==> config.mk <==
export PLATFORM = sky130hd
export DESIGN_NAME = shared_adder_sequencer
export DESIGN_NICKNAME = d
export VERILOG_FILES = /design/src/rtl/shared_adder_sequencer.sv
export SDC_FILE = /design/constraint.sdc
export NUM_CORES = 1
export LEC_CHECK = 0
export BUFFER_PORTS_ARGS = -buffer_cell sky130_fd_sc_hd__buf_2
export CORE_MARGIN = 3
export CORE_UTILIZATION = 45
export CTS_BUF_LIST = sky130_fd_sc_hd__clkbuf_16
export DETAILED_ROUTE_END_ITERATION = 8
export MAX_ROUTING_LAYER = met4
export PLACE_DENSITY_LB_ADDON = 0.3
export SYNTH_ARGS = -nofsm -noshare
export SYNTH_HDL_FRONTEND = slang
export SYNTH_SLANG_ARGS = --single-unit
==> constraint.sdc <==
create_clock -name clk -period 3.6 [get_ports clk]
set_clock_uncertainty 0.2 [all_clocks]
set_input_delay 0.9 -clock clk [delete_from_list [all_inputs] [get_ports clk]]
set_output_delay 0.9 -clock clk [all_outputs]
set_load 0.005 [all_outputs]
==> src/rtl/shared_adder_sequencer.sv <==
// Two requesters share a single 4-bit adder that walks WIDTH-bit operands
// one nibble per cycle, LSB first, with round-robin arbitration.
module shared_adder_sequencer #(
    parameter int unsigned WIDTH = 16
) (
    input  logic             clk,
    input  logic             rst,
    input  logic             req0_valid,
    output logic             req0_ready,
    input  logic [WIDTH-1:0] req0_a,
    input  logic [WIDTH-1:0] req0_b,
    input  logic             req0_cin,
    input  logic             req1_valid,
    output logic             req1_ready,
    input  logic [WIDTH-1:0] req1_a,
    input  logic [WIDTH-1:0] req1_b,
    input  logic             req1_cin,
    output logic             res_valid,
    input  logic             res_ready,
    output logic [WIDTH-1:0] res_sum,
    output logic             res_cout,
    output logic             res_id
);

    localparam int unsigned SLICES = WIDTH / 4;
    localparam int unsigned IW     = (SLICES > 1) ? $clog2(SLICES) : 1;

    typedef enum logic [1:0] {
        IDLE = 2'd0,
        RUN  = 2'd1,
        DONE = 2'd2
    } state_t;

    state_t           state_q;
    state_t           state_d;
    logic [WIDTH-1:0] a_q;
    logic [WIDTH-1:0] b_q;
    logic [WIDTH-1:0] sum_q;
    logic             carry_q;
    logic [IW-1:0]    idx_q;
    logic             last_grant;
    logic             last_slice;
    logic [3:0]       slice_a;
    logic [3:0]       slice_b;
    logic [3:0]       slice_sum;
    logic             slice_cout;

    assign res_sum    = sum_q;
    assign last_slice = (idx_q == IW'(SLICES - 1));

    // Select the current nibble of each captured operand
    always_comb begin
        slice_a = 4'h0;
        slice_b = 4'h0;
        for (int i = 0; i < int'(SLICES); i++) begin
            if (idx_q == IW'(i)) begin
                slice_a = a_q[i*4 +: 4];
                slice_b = b_q[i*4 +: 4];
            end
        end
    end

    four_bit_adder u_add (
        .a    (slice_a),
        .b    (slice_b),
        .cin  (carry_q),
        .sum  (slice_sum),
        .cout (slice_cout)
    );

    // State register
    always_ff @(posedge clk) begin
        if (rst) state_q <= IDLE;
        else     state_q <= state_d;
    end

    // Next state and round-robin readiness
    always_comb begin
        state_d    = state_q;
        req0_ready = 1'b0;
        req1_ready = 1'b0;
        case (state_q)
            IDLE: begin
                req0_ready = !rst && req0_valid && (!req1_valid || last_grant != 1'b0);
                req1_ready = !rst && req1_valid && (!req0_valid || last_grant != 1'b1);
                if (req0_ready || req1_ready) state_d = RUN;
            end
            RUN:  if (last_slice) state_d = DONE;
            DONE: if (res_ready)  state_d = IDLE;
            default: state_d = IDLE;
        endcase
    end

    // Operand capture, slice accumulation and result registers
    always_ff @(posedge clk) begin
        if (rst) begin
            a_q        <= '0;
            b_q        <= '0;
            sum_q      <= '0;
            carry_q    <= 1'b0;
            idx_q      <= '0;
            last_grant <= 1'b1;
            res_valid  <= 1'b0;
            res_cout   <= 1'b0;
            res_id     <= 1'b0;
        end else begin
            case (state_q)
                IDLE: begin
                    if (req0_ready) begin
                        a_q        <= req0_a;
                        b_q        <= req0_b;
                        carry_q    <= req0_cin;
                        idx_q      <= '0;
                        res_id     <= 1'b0;
                        last_grant <= 1'b0;
                    end else if (req1_ready) begin
                        a_q        <= req1_a;
                        b_q        <= req1_b;
                        carry_q    <= req1_cin;
                        idx_q      <= '0;
                        res_id     <= 1'b1;
                        last_grant <= 1'b1;
                    end
                end
                RUN: begin
                    for (int i = 0; i < int'(SLICES); i++) begin
                        if (idx_q == IW'(i)) sum_q[i*4 +: 4] <= slice_sum;
                    end
                    carry_q <= slice_cout;
                    if (last_slice) begin
                        res_cout  <= slice_cout;
                        res_valid <= 1'b1;
                    end else begin
                        idx_q <= idx_q + IW'(1);
                    end
                end
                DONE: begin
                    if (res_ready) res_valid <= 1'b0;
                end
                default: ;
            endcase
        end
    end

endmodule

// Plain 4-bit ripple adder shared by the sequencer
module four_bit_adder (
    input  logic [3:0] a,
    input  logic [3:0] b,
    input  logic       cin,
    output logic [3:0] sum,
    output logic       cout
);
    assign {cout, sum} = 5'(a) + 5'(b) + 5'(cin);
endmodule

==> results.md <==
| Group | Item | Value |
| --- | --- | --- |
| worst setup path | Startpoint kind of the worst setup timing path | register |
| worst setup path | Crit path DAT | 3310 ps |
| worst setup path | CP cell instances | inv_1, ha_1, nand3b_1, a21oi_1, a21oi_1, o21ai_0, ha_1, nor2b_1, o21ai_0, or4b_1, o311ai_1 |
| timing | Worst slack on hold paths | 249 ps |
| global route | Wire length of the first global-routing pass | 11.7 mm |
| logic synthesis | Number of flops mapped to enable cells by yosys | 0 |
| timing | Number of slew-limit violations in the final report | 0 |
| logic synthesis | Simple-gate share of the synthesized area | 0.284 |
| clock network | CTS buffer count | 9 |
| detailed routing | First-pass iteration count of the detailed router | 4 |
| timing | Fin crit share | 0.913 |
| worst setup path | Number of cell instances on the worst register-to-register path | 11 |
| power and ir drop | Combinational share of power | 0.132 |
| worst setup path | Crit path kind | reg2reg |
| global route | Number of global-route vias before repair | 2536 |
| clock network | Post-CTS setup buffers | 0 |
| global route | Global router's overall resource usage | 0.207 |
| floorplan | Area of the die | 7290 µm² |
| logic synthesis | Cell types with the largest area share after synthesis | sky130_fd_sc_hd__dfxtp_1 (40%), sky130_fd_sc_hd__nand2_1 (12%), sky130_fd_sc_hd__a311oi_1 (9.9%) |
| min path | Launch instance of the worst min-delay path | res_sum[13] |
| logic synthesis | Nets in the synthesized netlist | 445 |
| logic synthesis | Area share of xor/xnor cells in the synthesized design | 0.00309 |
| worst setup path | Largest delay contributor family on the critical path | compound AO/OA/AOI/OAI gates |
| power and ir drop | Worst voltage drop across the vdd grid | 0.000389 V |
| timing | Unrepaired setup endpoints after global routing | false |
| logic synthesis | Number of warnings printed during yosys synthesis | 0 |
| detailed routing | Vias per inst | 5.22 |
| detailed routing | First-iteration detailed-routing DRC count | 149 |
| clock network | H-tree depth | 3 |
| timing | Hold violation count in the final report | 0 |
| floorplan | Die Width | 85.4 µm |
| logic synthesis | Netlist cell types | 34 |
| min path | Worst-case hold path end point | res_sum[13] |
| power and ir drop | Standby leakage power | 1.53 nW |
| power and ir drop | Proportion of total power due to net switching | 0.236 |
| clock network | Source-to-sink clock delay at the later pin of the worst-skew pair | 320 ps |
| run | Number of violations of the max-capacitance limit | 0 |
| timing | Fmax achieved | 0.304 GHz |
| worst setup path | Worst Path Buf+Inv | 1 |
| run status | Status | finished, final reports clean |
| placed design | Placement Cell Area | 3310 µm² |
| timing | Post-route setup slack | 314 ps |
| logic synthesis | Top_reg_cell synth | sky130_fd_sc_hd__dfxtp_1 |
| worst setup path | Delay of the slowest cell on the worst path | 490 ps |
| clock network | CTS sink count | 57 |
| worst setup path | Startpoint of the most critical register-to-register path | idx_q[1] |
| logic synthesis | Part of the Yosys area used for sequential elements | 0.402 |
| logic synthesis | Library cell with the largest summed area after synthesis | sky130_fd_sc_hd__dfxtp_1 |
| power and ir drop | Share of power burned in the clock network | 0.498 |
| placed design | Weighted congestion at the end of routability-driven global placement | 0.852 |
| logic synthesis | Syn Inst Count | 365 |
| layout | Number of nets at the end of the flow | 525 |
| logic synthesis | Mux contribution to synthesized area | 0.00353 |
| logic synthesis | Complex-gate fraction of the synthesized area | 0.209 |
| layout | Growth of design area from synthesis to finish | 28.5% |
| layout | Non-Filler Cell Area, Final | 3650 µm² |
| placed design | Number of port buffers | 91 |
| worst setup path | Critical path capture point type | register |
| timing | TNS Setup | 0 ps |
| floorplan | Total I/O pin count | 92 |
| placed design | Setup slack after placement | 326 ps |
| power and ir drop | Total internal power | 1.45 mW |
| timing | Slew at the pin closest to its max-slew limit | 606 ps |
| logic synthesis | Synthesized-area fraction occupied by adder cells | 0.0450 |
| power and ir drop | Final Total Pwr | 1.90 mW |
| power and ir drop | Power per unit of standard cell area | 522 nW/µm² |
| logic synthesis | Leading cell type by number of instances after synthesis | sky130_fd_sc_hd__nand2_1 |
| timing | Slew Limit Headroom | 0.595 |
| detailed routing | Wire per inst | 13.9 µm |
| layout | Number of filler cells placed in the layout | 565 |
| clock network | Clock transition at the registers of the reported paths | 50 ps |
| worst setup path | Maximum fanout encountered on the critical timing path | 18 |
| min path | Class of the tightest hold or removal check | reg2reg |
| logic synthesis | Top post-synthesis cells by count | sky130_fd_sc_hd__nand2_1 (91), sky130_fd_sc_hd__dfxtp_1 (57), sky130_fd_sc_hd__nor2_1 (45) |
| logic synthesis | Area share of the largest cell type after synthesis | 0.402 |
| floorplan | Starting Density | 0.471 |
| timing | Total of endpoints with negative setup slack in the final report | 0 |
| worst setup path | Required time at the endpoint of the critical path | 3630 ps |
| worst setup path | Cell with the largest stage delay on the worst path | sky130_fd_sc_hd__or4b_1 |
| floorplan | Die height | 85.4 µm |
| global route | Number of antenna violations at the first check in global routing | 0 |
| global route | Grt ovf | 0 |
| worst setup path | Reg2reg setup slack | 310 ps |
| min path | Worst hold stages | 2 |
| detailed routing | Total number of vias | 2740 |
| clock network | Count of hold buffers inserted by post-cts repair | 0 |
| logic synthesis | Synthesized area | 2840 µm² |
| power and ir drop | Proportion of power drawn by flip-flops and latches | 0.371 |
| layout | Share of final-layout standard cells stronger than drive strength 1 | 0.260 |
| layout | Total inserted antenna cells | 0 |
| logic synthesis | Mapped Avg Cell Area | 7.77 µm² |
| clock network | Maximum buffer depth of the clock tree | 2 |
| logic synthesis | Share of synthesized registers carrying an async set or reset | 0 |
| detailed routing | Total DRC errors in the routed layout | 0 |
| power and ir drop | Net switching power | 0.450 mW |
| clock network | TritonCTS clock tree | done |
| placed design | HPWL after detailed placement | 5.22 mm |
| worst setup path | End of the worst register-to-register path | res_sum[15] |
| detailed routing | WL final | 7.32 mm |
| logic synthesis | Largest family of logic cells by synthesized area | simple AND/OR/NAND/NOR gates |
| timing | Minimum clock period after layout | 3290 ps |
| global route | Maximum number of pins on one net before global-route repair | 66 |
| floorplan | Number of standard-cell rows in the floorplan | 28 |
| floorplan | Core footprint | 6030 µm² |
| logic synthesis | Post-synthesis register bit count | 57 |
| detailed routing | Antenna Nets Post-Route | 0 |
| clock network | CTS Root Buffer Type | sky130_fd_sc_hd__clkbuf_16 |
power by group through the flow:
| stage | Clock [mW] | Sequential (mW) | Combinational [mW] |
|---|---|---|---|
| final | 0.947 | 0.705 | 0.251 |
| after CTS | 0.958 | 0.705 | 0.252 |
| after detailed placement | 0 | 0.717 | 0.248 |
| after global routing | 0.988 | 0.709 | 0.282 |
| after floorplan | 0 | 0.707 | 0.168 |
| after global placement | 0 | 0.716 | 0.243 |
registers in the layout, summed over array words and instances (netlist names):
signal,cells
res_cout,1
a_q,16
carry_q,1
res_id,1
b_q,16
state_q,2
res_valid,1
idx_q,2
res_sum,16
last_grant,1
tightest hold or removal path, delay by kind of cell, from the launching register on:
kind | cells | cell delay, ps
AND/OR/NAND/NOR | 1 | 50
flip-flops | 1 | 300
AO/OA/AOI/OAI | 1 | 50
repair_timing:
| item | 4_1_cts | 5_1_grt |
|---|---|---|
| hold endpoints to repair | 0 | 0 |
| endpoints found under the setup margin | 0 | 1 |
| gates resized for setup | 0 | 1 |
stage by stage:
stage	utilization	instances
after floorplan	-	365
after global placement	0.549	509
after detailed placement	0.549	509
after CTS	0.605	525
after global routing	0.605	525
final	0.605	525
worst max path at each step:
stage	slack (ps)	start	end	depth (start not counted)
global route	40	idx_q[1]	res_sum[3]	11
CTS	310	idx_q[1]	res_sum[15]	11
global placement	550	idx_q[1]	res_sum[15]	11
finish	310	idx_q[1]	res_sum[15]	11
detailed placement	330	idx_q[1]	res_sum[15]	11
floorplan	710	idx_q[0]	res_sum[15]	11
layout make-up:
class | instances | area (µm²) | share of cell area
clock buffers | 9 | 225 | 0.0618
repair buffers | 97 | 500 | 0.137
flip-flops and latches | 57 | 1140 | 0.313
well taps | 75 | 93.8 | 0.0257
clock inverters | 7 | 110 | 0.0302
multi-input cells | 273 | 1550 | 0.425
inverters | 7 | 26.3 | 0.00721
logic make-up after synthesis:
family / count (synthesis)
flops: 57
simple gates: 178
fa+ha+maj: 9
mux: 1
buf+inv: 35
xor+xnor: 1
compound gates: 84
routing by layer:
| metal | track usage | routed length, µm |
|---|---|---|
| met5 | - | 0 |
| met4 | 0.0647 | 97 |
| met3 | 0.0592 | 502 |
| met2 | 0.314 | 3310 |
| met1 | 0.266 | 3410 |
cells in the final DEF, fill, tap and decap left out, types with 8 or more instances in the layout:
cell                         n
sky130_fd_sc_hd__clkbuf_16   9
sky130_fd_sc_hd__buf_2      91
sky130_fd_sc_hd__nor2_1     45
sky130_fd_sc_hd__a21oi_1    25
sky130_fd_sc_hd__a211oi_1   10
sky130_fd_sc_hd__o21ai_0     8
sky130_fd_sc_hd__nand2_1    91
sky130_fd_sc_hd__dfxtp_1    57
sky130_fd_sc_hd__a311oi_1   32
sky130_fd_sc_hd__nand3b_1   10
Note: power is estimated with default switching activity, not from simulation.
